`src/rtl/mem_port_arbiter_if.sv`:
```
// ============================================================================
// Module : mem_port_arbiter_if
// Brief  : Fetch, data and memory-side bus bundle for mem_port_arbiter.
// Rev    : 1.0  initial release
// ============================================================================
`default_nettype none

interface mem_port_arbiter_if #(
  parameter int ADDR_W = 32,
  parameter int DATA_W = 32
);
  logic              f_req;
  logic [ADDR_W-1:0] f_addr;
  logic              f_gnt;
  logic              f_valid;
  logic [DATA_W-1:0] f_rdata;

  logic                f_unused_dummy;
  logic                d_req;
  logic                d_we;
  logic [ADDR_W-1:0]   d_addr;
  logic [DATA_W-1:0]   d_wdata;
  logic [DATA_W/8-1:0] d_be;
  logic                d_gnt;
  logic                d_valid;
  logic [DATA_W-1:0]   d_rdata;

  logic                m_req;
  logic                m_we;
  logic [ADDR_W-1:0]   m_addr;
  logic [DATA_W-1:0]   m_wdata;
  logic [DATA_W/8-1:0] m_be;
  logic                m_ack;
  logic [DATA_W-1:0]   m_rdata;

  // Arbiter side
  modport slave (
    input  f_req, f_addr, d_req, d_we, d_addr, d_wdata, d_be, m_ack, m_rdata,
    output f_gnt, f_valid, f_rdata, d_gnt, d_valid, d_rdata,
    output m_req, m_we, m_addr, m_wdata, m_be
  );

  // Requester and memory side
  modport master (
    output f_req, f_addr, d_req, d_we, d_addr, d_wdata, d_be, m_ack, m_rdata,
    input  f_gnt, f_valid, f_rdata, d_gnt, d_valid, d_rdata,
    input  m_req, m_we, m_addr, m_wdata, m_be
  );
endinterface

`default_nettype wire

```
`src/rtl/mem_port_arbiter.sv`:
```
// ============================================================================
// Module : mem_port_arbiter
// Brief  : Data-priority arbiter for a shared single-ported memory, with
//          fetch anti-starvation and an ack timeout watchdog.
// Rev    : 1.0  initial release
// ============================================================================
`default_nettype none

module mem_port_arbiter #(
  parameter int ADDR_W       = 32,
  parameter int DATA_W       = 32,
  parameter int STARVE_LIMIT = 4,
  parameter int TIMEOUT      = 255
) (
  input  wire logic         clk,
  input  wire logic         reset,
  mem_port_arbiter_if.slave bus,
  output logic              busy,
  output logic              err
);

  typedef enum logic [1:0] {
    ST_IDLE   = 2'd0,
    ST_BUSY_F = 2'd1,
    ST_BUSY_D = 2'd2
  } state_t;

  localparam logic [3:0] c_starve_lim = 4'(STARVE_LIMIT);
  localparam logic [7:0] c_wd_last    = 8'(TIMEOUT - 1);

  state_t              state_q, state_d;
  logic                f_gnt_q, f_gnt_d;
  logic                d_gnt_q, d_gnt_d;
  logic                f_valid_q, f_valid_d;
  logic                d_valid_q, d_valid_d;
  logic [DATA_W-1:0]   f_rdata_q, f_rdata_d;
  logic [DATA_W-1:0]   d_rdata_q, d_rdata_d;
  logic                m_req_q, m_req_d;
  logic                m_we_q, m_we_d;
  logic [ADDR_W-1:0]   m_addr_q, m_addr_d;
  logic [DATA_W-1:0]   m_wdata_q, m_wdata_d;
  logic [DATA_W/8-1:0] m_be_q, m_be_d;
  logic                busy_q, busy_d;
  logic                err_q, err_d;
  logic [3:0]          starve_cnt_q, starve_cnt_d;
  logic [7:0]          wd_cnt_q, wd_cnt_d;
  logic                d_wins;

  // Data has priority unless fetch has already waited through STARVE_LIMIT data grants
  assign d_wins = bus.d_req && !(bus.f_req && (starve_cnt_q == c_starve_lim));

  always_comb begin
    state_d      = state_q;
    f_gnt_d      = 1'b0;
    d_gnt_d      = 1'b0;
    f_valid_d    = 1'b0;
    d_valid_d    = 1'b0;
    f_rdata_d    = f_rdata_q;
    d_rdata_d    = d_rdata_q;
    m_req_d      = m_req_q;
    m_we_d       = m_we_q;
    m_addr_d     = m_addr_q;
    m_wdata_d    = m_wdata_q;
    m_be_d       = m_be_q;
    busy_d       = busy_q;
    err_d        = err_q;
    starve_cnt_d = starve_cnt_q;
    wd_cnt_d     = wd_cnt_q;

    case (state_q)
      ST_IDLE: begin
        if (d_wins) begin
          state_d   = ST_BUSY_D;
          d_gnt_d   = 1'b1;
          m_req_d   = 1'b1;
          busy_d    = 1'b1;
          m_we_d    = bus.d_we;
          m_addr_d  = bus.d_addr;
          m_wdata_d = bus.d_wdata;
          m_be_d    = bus.d_be;
          wd_cnt_d  = 8'd0;
          if (!bus.f_req) begin
            starve_cnt_d = 4'd0;
          end else if (starve_cnt_q != c_starve_lim) begin
            starve_cnt_d = starve_cnt_q + 4'd1;
          end
        end else if (bus.f_req) begin
          state_d      = ST_BUSY_F;
          f_gnt_d      = 1'b1;
          m_req_d      = 1'b1;
          busy_d       = 1'b1;
          m_we_d       = 1'b0;
          m_addr_d     = bus.f_addr;
          m_wdata_d    = '0;
          m_be_d       = '1;
          wd_cnt_d     = 8'd0;
          starve_cnt_d = 4'd0;
        end
      end

      ST_BUSY_F, ST_BUSY_D: begin
        // An ack arriving in the final watchdog cycle still completes normally
        if (bus.m_ack) begin
          state_d = ST_IDLE;
          m_req_d = 1'b0;
          busy_d  = 1'b0;
          if (state_q == ST_BUSY_F) begin
            f_valid_d = 1'b1;
            f_rdata_d = bus.m_rdata;
          end else begin
            d_valid_d = 1'b1;
            if (!m_we_q) begin
              d_rdata_d = bus.m_rdata;
            end
          end
        end else if (wd_cnt_q == c_wd_last) begin
          state_d = ST_IDLE;
          m_req_d = 1'b0;
          busy_d  = 1'b0;
          err_d   = 1'b1;
          if (state_q == ST_BUSY_F) begin
            f_valid_d = 1'b1;
            f_rdata_d = '0;
          end else begin
            d_valid_d = 1'b1;
            d_rdata_d = '0;
          end
        end else begin
          wd_cnt_d = wd_cnt_q + 8'd1;
        end
      end

      default: begin
        state_d = ST_IDLE;
        m_req_d = 1'b0;
        busy_d  = 1'b0;
      end
    endcase
  end

  always_ff @(posedge clk or negedge reset) begin
    if (!reset) begin
      state_q      <= ST_IDLE;
      f_gnt_q      <= 1'b0;
      d_gnt_q      <= 1'b0;
      f_valid_q    <= 1'b0;
      d_valid_q    <= 1'b0;
      f_rdata_q    <= '0;
      d_rdata_q    <= '0;
      m_req_q      <= 1'b0;
      m_we_q       <= 1'b0;
      m_addr_q     <= '0;
      m_wdata_q    <= '0;
      m_be_q       <= '0;
      busy_q       <= 1'b0;
      err_q        <= 1'b0;
      starve_cnt_q <= 4'd0;
      wd_cnt_q     <= 8'd0;
    end else begin
      state_q      <= state_d;
      f_gnt_q      <= f_gnt_d;
      d_gnt_q      <= d_gnt_d;
      f_valid_q    <= f_valid_d;
      d_valid_q    <= d_valid_d;
      f_rdata_q    <= f_rdata_d;
      d_rdata_q    <= d_rdata_d;
      m_req_q      <= m_req_d;
      m_we_q       <= m_we_d;
      m_addr_q     <= m_addr_d;
      m_wdata_q    <= m_wdata_d;
      m_be_q       <= m_be_d;
      busy_q       <= busy_d;
      err_q        <= err_d;
      starve_cnt_q <= starve_cnt_d;
      wd_cnt_q     <= wd_cnt_d;
    end
  end

  assign bus.f_gnt   = f_gnt_q;
  assign bus.d_gnt   = d_gnt_q;
  assign bus.f_valid = f_valid_q;
  assign bus.d_valid = d_valid_q;
  assign bus.f_rdata = f_rdata_q;
  assign bus.d_rdata = d_rdata_q;
  assign bus.m_req   = m_req_q;
  assign bus.m_we    = m_we_q;
  assign bus.m_addr  = m_addr_q;
  assign bus.m_wdata = m_wdata_q;
  assign bus.m_be    = m_be_q;
  assign busy        = busy_q;
  assign err         = err_q;

endmodule

`default_nettype wire

```
`src/flat_wrapper.sv`:
```
// flat-port wrapper written by rule: the top's interface ports become plain ports
module mem_port_arbiter_flat 
#(
  parameter int ADDR_W       = 32,
  parameter int DATA_W       = 32,
  parameter int STARVE_LIMIT = 4,
  parameter int TIMEOUT      = 255
)
  (clk, reset, busy, err, bus_f_req, bus_f_addr, bus_d_req, bus_d_we, bus_d_addr, bus_d_wdata, bus_d_be, bus_m_ack, bus_m_rdata, bus_f_gnt, bus_f_valid, bus_f_rdata, bus_d_gnt, bus_d_valid, bus_d_rdata, bus_m_req, bus_m_we, bus_m_addr, bus_m_wdata, bus_m_be);
  mem_port_arbiter_if #(.ADDR_W(ADDR_W), .DATA_W(DATA_W)) bus_i ();
  input  wire logic clk;
  input  wire logic reset;
  output logic busy;
  output logic err;
  input wire logic [$bits(bus_i.f_req)-1:0] bus_f_req;
  input wire logic [$bits(bus_i.f_addr)-1:0] bus_f_addr;
  input wire logic [$bits(bus_i.d_req)-1:0] bus_d_req;
  input wire logic [$bits(bus_i.d_we)-1:0] bus_d_we;
  input wire logic [$bits(bus_i.d_addr)-1:0] bus_d_addr;
  input wire logic [$bits(bus_i.d_wdata)-1:0] bus_d_wdata;
  input wire logic [$bits(bus_i.d_be)-1:0] bus_d_be;
  input wire logic [$bits(bus_i.m_ack)-1:0] bus_m_ack;
  input wire logic [$bits(bus_i.m_rdata)-1:0] bus_m_rdata;
  output wire logic [$bits(bus_i.f_gnt)-1:0] bus_f_gnt;
  output wire logic [$bits(bus_i.f_valid)-1:0] bus_f_valid;
  output wire logic [$bits(bus_i.f_rdata)-1:0] bus_f_rdata;
  output wire logic [$bits(bus_i.d_gnt)-1:0] bus_d_gnt;
  output wire logic [$bits(bus_i.d_valid)-1:0] bus_d_valid;
  output wire logic [$bits(bus_i.d_rdata)-1:0] bus_d_rdata;
  output wire logic [$bits(bus_i.m_req)-1:0] bus_m_req;
  output wire logic [$bits(bus_i.m_we)-1:0] bus_m_we;
  output wire logic [$bits(bus_i.m_addr)-1:0] bus_m_addr;
  output wire logic [$bits(bus_i.m_wdata)-1:0] bus_m_wdata;
  output wire logic [$bits(bus_i.m_be)-1:0] bus_m_be;
  assign bus_i.f_req = bus_f_req;
  assign bus_i.f_addr = bus_f_addr;
  assign bus_i.d_req = bus_d_req;
  assign bus_i.d_we = bus_d_we;
  assign bus_i.d_addr = bus_d_addr;
  assign bus_i.d_wdata = bus_d_wdata;
  assign bus_i.d_be = bus_d_be;
  assign bus_i.m_ack = bus_m_ack;
  assign bus_i.m_rdata = bus_m_rdata;
  assign bus_f_gnt = bus_i.f_gnt;
  assign bus_f_valid = bus_i.f_valid;
  assign bus_f_rdata = bus_i.f_rdata;
  assign bus_d_gnt = bus_i.d_gnt;
  assign bus_d_valid = bus_i.d_valid;
  assign bus_d_rdata = bus_i.d_rdata;
  assign bus_m_req = bus_i.m_req;
  assign bus_m_we = bus_i.m_we;
  assign bus_m_addr = bus_i.m_addr;
  assign bus_m_wdata = bus_i.m_wdata;
  assign bus_m_be = bus_i.m_be;
  mem_port_arbiter #(.ADDR_W(ADDR_W), .DATA_W(DATA_W), .STARVE_LIMIT(STARVE_LIMIT), .TIMEOUT(TIMEOUT)) u_core (.clk(clk), .reset(reset), .bus(bus_i), .busy(busy), .err(err));
endmodule
```
`config.mk`:
```
export PLATFORM = sky130hd
export DESIGN_NAME = mem_port_arbiter_flat
export DESIGN_NICKNAME = d
export VERILOG_FILES = /design/src/rtl/mem_port_arbiter_if.sv /design/src/rtl/mem_port_arbiter.sv /design/src/flat_wrapper.sv
export SDC_FILE = /design/constraint.sdc
export NUM_CORES = 1
export LEC_CHECK = 0
export CAP_MARGIN = 20
export CORE_MARGIN = 1.5
export CORE_UTILIZATION = 43
export CTS_CLUSTER_SIZE = 12
export DETAILED_ROUTE_END_ITERATION = 6
export GPL_ROUTABILITY_DRIVEN = 0
export PLACE_DENSITY = 0.84
export RECOVER_POWER = 50
export SLEW_MARGIN = 20
export SYNTH_ARGS = -nofsm -noshare
export SYNTH_HDL_FRONTEND = slang
export SYNTH_SLANG_ARGS = --single-unit
```
`constraint.sdc`:
```
create_clock -name clk -period 1.8 [get_ports clk]
set_input_delay 0.36 -clock clk [delete_from_list [all_inputs] [get_ports clk]]
set_output_delay 0.36 -clock clk [all_outputs]
set_load 0.02 [all_outputs]
```
==> results of run 1 <==
registers in the layout, summed over array words and instances, names as in the netlist, 2 cells and up:
signal	cells
u_core.bus.m_addr	32
u_core.wd_cnt_q	8
u_core.bus.m_be	4
u_core.state_q	2
u_core.bus.m_wdata	32
u_core.bus.d_rdata	32
u_core.bus.f_rdata	32
u_core.starve_cnt_q	4
cells in the final DEF, fill, tap and decap left out, types with 2 or more instances in the layout:
cell type,instances
sky130_fd_sc_hd__nand3_1,37
sky130_fd_sc_hd__clkinvlp_4,3
sky130_fd_sc_hd__dlygate4sd2_1,8
sky130_fd_sc_hd__nand2b_1,5
sky130_fd_sc_hd__a31oi_1,41
sky130_fd_sc_hd__o21ai_1,2
sky130_fd_sc_hd__inv_6,2
sky130_fd_sc_hd__and3_1,4
sky130_fd_sc_hd__ha_1,5
sky130_fd_sc_hd__nor2_4,3
sky130_fd_sc_hd__buf_6,3
sky130_fd_sc_hd__nand4b_1,2
sky130_fd_sc_hd__clkbuf_1,25
sky130_fd_sc_hd__clkbuf_4,3
sky130_fd_sc_hd__nand2_1,146
sky130_fd_sc_hd__clkinv_2,4
sky130_fd_sc_hd__o21ai_0,11
sky130_fd_sc_hd__clkdlybuf4s50_1,247
sky130_fd_sc_hd__clkbuf_16,17
sky130_fd_sc_hd__nor2_1,37
sky130_fd_sc_hd__clkbuf_8,2
sky130_fd_sc_hd__buf_12,6
sky130_fd_sc_hd__a32o_1,28
sky130_fd_sc_hd__a21oi_1,7
sky130_fd_sc_hd__a22o_1,4
sky130_fd_sc_hd__buf_4,12
sky130_fd_sc_hd__a21o_1,2
sky130_fd_sc_hd__bufinv_16,2
sky130_fd_sc_hd__o21ai_2,29
sky130_fd_sc_hd__inv_1,44
sky130_fd_sc_hd__o22ai_1,2
sky130_fd_sc_hd__dfrtp_1,153
sky130_fd_sc_hd__nand4_1,35
stage by stage:
stage	setup TNS, ps	hold slack (ps)	setup WS [ps]
after detailed placement	-443.2	339.7	-78.76
after global placement	-62.21	338.6	-27.64
after CTS	0	293.0	0.2944
final	0	319.4	33.77
after global routing	-182.7	337.3	-58.89
after floorplan	0	64.41	188.9
how the worst max path moves through the flow:
| stage | start | to | slack [ps] | cells after the start |
|---|---|---|---|---|
| after CTS | u_core.bus.d_rdata[1] | bus_d_rdata[1] | 0.3 | 1 |
| after global routing | u_core.state_q[0] | u_core.wd_cnt_q[5] | -60 | 7 |
| final | u_core.bus.m_wdata[16] | bus_m_wdata[16] | 30 | 1 |
| after global placement | bus_f_req | u_core.wd_cnt_q[5] | -30 | 6 |
| after detailed placement | bus_f_req | u_core.wd_cnt_q[5] | -80 | 6 |
| after floorplan | u_core.state_q[0] | u_core.bus.d_rdata[29] | 190 | 6 |
layout make-up:
cell class,instances,area share
clock buffer,21,0.04550
sequential,153,0.3783
clock inverter,11,0.01187
timing repair buffer,306,0.2896
inverter,44,0.01632
multi-input combinational,418,0.2352
tap,188,0.02324
cells by family (layout without fill, tap and decap cells):
family          count (synthesis)  in the layout
simple gates                  280            281
flops                         153            153
compound gates                130            130
buf+inv                        97            382
fa+ha+maj                       6              6
mux                             1              1
repair_timing:
item | in CTS | in global routing
gates cloned | 1 | 0
setup endpoints to repair | 33 | 75
hold buffers | 1 | 0
resized for setup | 10 | 28
endpoints found under the hold margin | 45 | 0
Yosys cell counts, types with 2 or more instances:
library cell,count,share of area
sky130_fd_sc_hd__a22o_1,4,0.0053
sky130_fd_sc_hd__clkbuf_1,20,0.011
sky130_fd_sc_hd__buf_4,4,0.0045
sky130_fd_sc_hd__nand2_1,146,0.083
sky130_fd_sc_hd__and3_1,5,0.0047
sky130_fd_sc_hd__inv_1,44,0.025
sky130_fd_sc_hd__o22ai_1,2,0.0019
sky130_fd_sc_hd__o21ai_2,29,0.038
sky130_fd_sc_hd__dfrtp_1,153,0.58
sky130_fd_sc_hd__nand2b_1,6,0.0057
sky130_fd_sc_hd__nand4_1,35,0.033
sky130_fd_sc_hd__a21o_1,2,0.0023
sky130_fd_sc_hd__nor2_1,39,0.022
sky130_fd_sc_hd__a32o_1,28,0.042
sky130_fd_sc_hd__buf_2,21,0.016
sky130_fd_sc_hd__ha_1,6,0.011
sky130_fd_sc_hd__a31oi_1,41,0.039
sky130_fd_sc_hd__a21oi_1,7,0.0053
sky130_fd_sc_hd__buf_6,7,0.012
sky130_fd_sc_hd__nand4b_1,2,0.0026
sky130_fd_sc_hd__o21ai_0,13,0.0098
sky130_fd_sc_hd__nand3_1,37,0.028
power by group:
group	internal (W)	switching, W
Clock	0.00211	0.00140
Sequential	0.00504	0.000933
Combinational	0.00412	0.00526
Total	0.0113	0.00760
layer usage:
metal  up-vias  GRT usage  wire [um]
met5         -          0          0
met4         0    0.09225        527
met3        41    0.07454       1430
met2       259     0.4124       9495
met1      2846     0.2942       7702
li1       2847          -          -
==> run summary, run 1 <==
ROUTE
------------------------------------------------------------------------------
Via count                                                                 5993
Detailed Route Iter0 Violations                                            368
First-pass DRT Iterations                                                    7
Via density                                                              5.252
Residual DRC count                                                           0
Post-detailed-routing wire length                                     19160 um
Routed Antenna Nets                                                          0
Post-detailed-route wirelength per cell                               16.79 um

SYNTH
------------------------------------------------------------------------------
Main synth FF type                                                sky130_fd_sc_hd__dfrtp_1
Share of synthesized cell area in and, or, nand and nor gates           0.1915
Number of enable-type register cells in the synthesized netlist              0
Dominant combinational cell family by area after synthesis        simple AND/OR/NAND/NOR gates
#FFs+latches synth                                                         153
Cell area after synthesis                                            6626 um^2
Synth Warn #                                                                 0
Netlist cell types                                                          38
Synth Instances                                                            667
Synth Area in XOR/XNOR                                                       0
Multiplexer area fraction after synthesis                             0.001511
Adder-cell area share of the yosys netlist                             0.01133
Async set-or-reset flop fraction in the synthesized netlist              1.000
Mapped Nets                                                                811
Proportion of synthesized chip area in sequential cells                 0.5778
Compound-cell area share of the yosys netlist                           0.1488
Mean post-synth cell area                                           9.935 um^2

CELLS AND AREA
------------------------------------------------------------------------------
Final std cells w/o fill                                                  1141
P&R area growth vs syn                                                  52.72%
Fin nets                                                                  1084
N_diodes                                                                     0
Layout cell share with drive strength beyond 1                          0.1060
Combined area of the multi-input logic cells                         2380 um^2
Total of fill cells in the finished design                                1216
Final design utilization                                                0.6682
Cell area after layout                                              10120 um^2
Flip-flop and latch area                                             3829 um^2

CLOCK TREE
------------------------------------------------------------------------------
Max Buffers Root-to-Sink                                                     2
Clk root buf                                                      sky130_fd_sc_hd__clkbuf_16
Clock sink total                                                           153
TritonCTS clock tree                                                     built
Clock insertion delay at the later pin of the skew report               420 ps
Htree depth                                                                  4
Reg clk slew, reported paths                                             60 ps
Post-CTS repair timing setup buffer count                                    0
Total CTS buffers                                                           17

STA
------------------------------------------------------------------------------
Clock skew after layout                                               9.415 ps
Number of setup violations in the final report                               0
Final max-slew violation count                                               0
Fin. Hold Viols                                                              0
Max-slew headroom at the worst pin                                      0.6453
Final Cycle Share                                                       0.9812
Pin slew with the least headroom to its limit                         532.0 ps
RSZ-0062 raised after global routing                                      true
Crit path time final                                                   1766 ps
Max Clock Freq                                                       566.2 MHz

WORST HOLD PATH
------------------------------------------------------------------------------
Worst Min Path Start                                                 bus_m_ack
Hold/Removal Path Class                                           input pin to register
Hold Path Sink                                                    u_core.bus.d_valid
Hold Path Depth                                                              3

FLOORPLAN
------------------------------------------------------------------------------
Die Width                                                             127.1 um
Core area                                                           15150 um^2
Die height                                                            127.1 um
Initial Utilization                                                     0.4375
Total I/O pin count                                                        278
# rows                                                                      45
Die outline area                                                    16160 um^2

POWER AND IR DROP
------------------------------------------------------------------------------
Largest voltage drop on the vdd net                                0.0009590 V
P per Cell Area                                                   1865 nW/um^2
Leakage power                                                         4.504 nW
Total design power                                                   0.01887 W

CRITICAL PATH
------------------------------------------------------------------------------
Category of the worst setup path capture point                      output pin
Required time at the endpoint of the critical path                     1440 ps
Bufs and invs on worst path                                                  1
Source of the worst register-to-register timing path              u_core.wd_cnt_q[0]
Arr. time, crit path                                                   1410 ps
Delay-heaviest family, CP                                         buffers and inverters
Worst flop-to-flop path endpoint                                  u_core.bus.f_rdata[31]
Sequence of cells on the critical path                            clkdlybuf4s50_1
Slowest Stage Delay on Critical Path                                    610 ps
Cell with the largest stage delay on the worst path               sky130_fd_sc_hd__clkdlybuf4s50_1
Worst-case register-to-register setup slack                             100 ps
Worst setup SP type                                                   register
Kind of critical path                                             register to output pin
Maximum fanout along the worst path                                          2
Worst Reg2Reg Path Length in Cells                                           7

PLACEMENT
------------------------------------------------------------------------------
Total placed instance area                                           9682 um^2
Estimated wirelength of the detail-placed design                      13410 um
Placed cell count                                                         1107
I/O Buffers                                                                277

RUN STATUS
------------------------------------------------------------------------------
Outcome                                                              completed

FLOW RUN
------------------------------------------------------------------------------
Maxcap violations                                                            0

GLOBAL ROUTING
------------------------------------------------------------------------------
Via count of the first global-routing pass                                6077
Pin count of the biggest net entering global routing                        55
All-Layer GR Usage                                                      0.2438
First-pass GRT wire length                                            30910 um
Initial antenna violation count                                              0
Sum of overflow across all layers after global routing                       0

Power figures use the tool's default switching activity.
==> inputs of run 2 (changes only) <==
--- a/config.mk
+++ b/config.mk
@@ -8,6 +8,7 @@
 export CAP_MARGIN = 20
 export CORE_MARGIN = 1.5
 export CORE_UTILIZATION = 43
+export CTS_BUF_LIST = sky130_fd_sc_hd__clkbuf_8
 export CTS_CLUSTER_SIZE = 12
 export DETAILED_ROUTE_END_ITERATION = 6
 export GPL_ROUTABILITY_DRIVEN = 0
==> run 2 against run 1 <==
Against the previous run:
- highest routed layer unchanged
- routed wire length is essentially flat
- total power shrank 9.9%
- hold slack lost 25 ps
- global-route usage shrank 0.16 points
- via count is essentially flat
- sequential power shrank 0.8%
- clock power shrank 27%
- clock-buffer cell count shrank 2
- setup slack gained 22 ps
- sequential cell count is the same
==> run summary, run 2 (synthesis gave the netlist of run 1 again) <==
RUN STATUS
----------------------------------------------------------------------------
Outcome                                                            completed   unchanged

CELLS AND AREA
----------------------------------------------------------------------------
N_diodes                                                                   0   unchanged
Fin nets                                                                1084   unchanged
Total of fill cells in the finished design                              1318   was 1216
Most common library cell in the layout ignoring fill and taps   sky130_fd_sc_hd__dfrtp_1   was sky130_fd_sc_hd__clkdlybuf4s50_1
Top library cells by usage in the layout, fill and taps aside   152 x sky130_fd_sc_hd__dfrtp_1, 146 x sky130_fd_sc_hd__nand2_1, 143 x sky130_fd_sc_hd__clkdlybuf4s50_1   was 247 x sky130_fd_sc_hd__clkdlybuf4s50_1, 153 x sky130_fd_sc_hd__dfrtp_1, 146 x sky130_fd_sc_hd__nand2_1
P&R area growth vs syn                                                46.62%   was 52.72%
Layout cell share with drive strength beyond 1                        0.1102   was 0.1060
Cell area after layout                                             9716 um^2   was 10120 um^2

ROUTE
----------------------------------------------------------------------------
Via density                                                            5.252   about the same
First-pass DRT Iterations                                                  5   was 7
Post-detailed-routing wire length                                   19160 um   about the same
Routed Antenna Nets                                                        0   unchanged
Detailed Route Iter0 Violations                                          317   was 368
Post-detailed-route wirelength per cell                             16.79 um   about the same
Residual DRC count                                                         0   unchanged
Via count                                                               5992   was 5993

GLOBAL ROUTING
----------------------------------------------------------------------------
Global-route met3 utilization                                        0.06951   was 0.07454
Pin count of the biggest net entering global routing                      55   unchanged
Met2 track demand over resource                                       0.4153   was 0.4124
Sum of overflow across all layers after global routing                     0   unchanged
All-Layer GR Usage                                                    0.2423   was 0.2438
Via count of the first global-routing pass                              6012   was 6077
First-pass GRT wire length                                          30750 um   was 30910 um
GR met1 Demand/Resource                                               0.2925   was 0.2942
Highest-utilization routing layer at the global route stage             met2   unchanged
Initial antenna violation count                                            0   unchanged

CRITICAL PATH
----------------------------------------------------------------------------
Slowest Stage Delay on Critical Path                                  620 ps   was 610 ps
Kind of critical path                                           register to output pin   unchanged
First element of the critical path                              u_core.bus.d_valid   was u_core.bus.m_wdata[16]
Bufs and invs on worst path                                                1   unchanged
Worst-case register-to-register setup slack                           100 ps   about the same
Required time at the endpoint of the critical path                   1440 ps   about the same
Source of the worst register-to-register timing path            u_core.wd_cnt_q[0]   unchanged
Delay-heaviest family, CP                                       buffers and inverters   unchanged
CP Capture Point                                                 bus_d_valid   was bus_m_wdata[16]
Worst flop-to-flop path endpoint                                u_core.bus.f_rdata[31]   unchanged
Category of the worst setup path capture point                    output pin   unchanged
Critical path depth in cells                                               1   unchanged
Maximum fanout along the worst path                                        1   was 2
Arr. time, crit path                                                 1380 ps   was 1410 ps
Worst setup SP type                                                 register   unchanged
Worst Reg2Reg Path Length in Cells                                         7   unchanged
Sequence of cells on the critical path                          clkdlybuf4s50_1   unchanged
Cell with the largest stage delay on the worst path             sky130_fd_sc_hd__clkdlybuf4s50_1   unchanged

CLOCK TREE
----------------------------------------------------------------------------
Reg clk slew, reported paths                                           80 ps   was 60 ps
Clock insertion delay at the later pin of the skew report             440 ps   was 420 ps
Htree depth                                                                4   unchanged
Clock sink total                                                         153   unchanged
Total CTS buffers                                                         17   unchanged
TritonCTS clock tree                                                   built   unchanged
Max Buffers Root-to-Sink                                                   2   unchanged
Clk root buf                                                    sky130_fd_sc_hd__clkbuf_8   was sky130_fd_sc_hd__clkbuf_16

PLACEMENT
----------------------------------------------------------------------------
Total placed instance area                                         9682 um^2   unchanged
Setup Slack @ Placement                                            -78.76 ps   unchanged
Estimated wirelength of the detail-placed design                    13410 um   unchanged
I/O Buffers                                                              277   unchanged

WORST HOLD PATH
----------------------------------------------------------------------------
Hold/Removal Path Class                                         input pin to register   unchanged

STA
----------------------------------------------------------------------------
Max-slew headroom at the worst pin                                    0.6438   was 0.6453
Max Clock Freq                                                     573.2 MHz   was 566.2 MHz
Clock skew after layout                                             11.58 ps   was 9.415 ps
Post-route setup TNS                                                    0 ps   unchanged
Crit path time final                                                 1745 ps   was 1766 ps
Fin. Hold Viols                                                            0   unchanged
Post-route setup slack                                              55.48 ps   was 33.77 ps
Number of setup violations in the final report                             0   unchanged
Pin slew with the least headroom to its limit                       534.3 ps   was 532.0 ps
Final Cycle Share                                                     0.9692   was 0.9812
Final max-slew violation count                                             0   unchanged

FLOORPLAN
----------------------------------------------------------------------------
Die height                                                          127.1 um   unchanged
Die Width                                                           127.1 um   unchanged
Core area                                                         15150 um^2   unchanged
# rows                                                                    45   unchanged
Initial Utilization                                                   0.4375   unchanged
Total I/O pin count                                                      278   unchanged
Die outline area                                                  16160 um^2   unchanged

POWER AND IR DROP
----------------------------------------------------------------------------
P per Cell Area                                                 1751 nW/um^2   was 1865 nW/um^2
Largest voltage drop on the vdd net                              0.0007443 V   was 0.0009590 V
Leakage power                                                       4.570 nW   was 4.504 nW

FLOW RUN
----------------------------------------------------------------------------
Maxcap violations                                                          0   unchanged

run 2: cell types whose count changed in the layout (fill, tap and decap cells not counted), moves of 2 or more:
cell,before,now
sky130_fd_sc_hd__clkdlybuf4s50_1,247,143
sky130_fd_sc_hd__clkbuf_16,17,0
sky130_fd_sc_hd__clkbuf_8,2,19
sky130_fd_sc_hd__clkbuf_1,25,50
sky130_fd_sc_hd__dlygate4sd2_1,8,81
sky130_fd_sc_hd__dlymetal6s2s_1,0,4
sky130_fd_sc_hd__inv_1,44,46
run 2: area by class of cell:
type,count,area [um^2],share of cell area
inverters,44,165.2,0.01700
clock inverters,13,127.6,0.01314
repair buffers,306,2693,0.2771
well taps,188,235.2,0.02421
flip-flops and latches,153,3830,0.3942
multi-input cells,418,2404,0.2474
clock buffers,19,261.5,0.02692
run 2: worst min path at each step:
stage / to / depth (start not counted) / startpoint / slack (ps)
final: u_core.bus.d_valid / 3 / bus_m_ack / 290
after global placement: u_core.bus.d_rdata[0] / 1 / reset / 340
after detailed placement: u_core.bus.d_rdata[0] / 1 / reset / 340
after floorplan: u_core.bus.d_gnt / 0 / reset / 60
after global routing: u_core.bus.d_valid / 3 / bus_m_ack / 300
after CTS: u_core.bus.d_valid / 3 / bus_m_ack / 250
run 2: worst register-to-register path, stage by stage, from the launching register on:
cell,delay [ps]
sky130_fd_sc_hd__dfrtp_1,380
sky130_fd_sc_hd__inv_1,90
sky130_fd_sc_hd__ha_1,200
sky130_fd_sc_hd__and3_4,180
sky130_fd_sc_hd__a21o_1,190
sky130_fd_sc_hd__and3_2,250
sky130_fd_sc_hd__buf_8,180
sky130_fd_sc_hd__o21ai_0,150
run 2: what timing repair did:
action / CTS / global route
endpoints found under the setup margin: 112 / 118
endpoints found under the hold margin: 45 / 0
cloned: 1 / 0
hold buffers: 1 / 0
buffers inserted: 0 / 0
gates resized for setup: 84 / 63
run 2: stage by stage:
step	total power (W)	util	hold slack [ps]	cells
4_1_cts	0.01770	0.6600	253.4	1141
3_3_place_gp	0.01549	0.6392	338.6	1107
6_report	0.01701	0.6415	294.4	1141
2_1_floorplan	0.01104	-	64.41	667
3_5_place_dp	0.01570	0.6392	339.7	1107
5_1_grt	0.01812	0.6415	301.9	1141
run 2: report_power, final:
part / internal [W] / switching (W)
Sequential: 0.00503 / 0.000894
Combinational: 0.00321 / 0.00530
Clock: 0.00129 / 0.00128
Total: 0.00954 / 0.00747
run 2: per-layer routing:
metal | vias to the layer above | part of all wire | routed length (um)
met5 | - | 0 | 0
met4 | 0 | 0.023 | 442
met3 | 29 | 0.076 | 1455
met2 | 250 | 0.50 | 9531
met1 | 2870 | 0.40 | 7732
li1 | 2843 | - | -
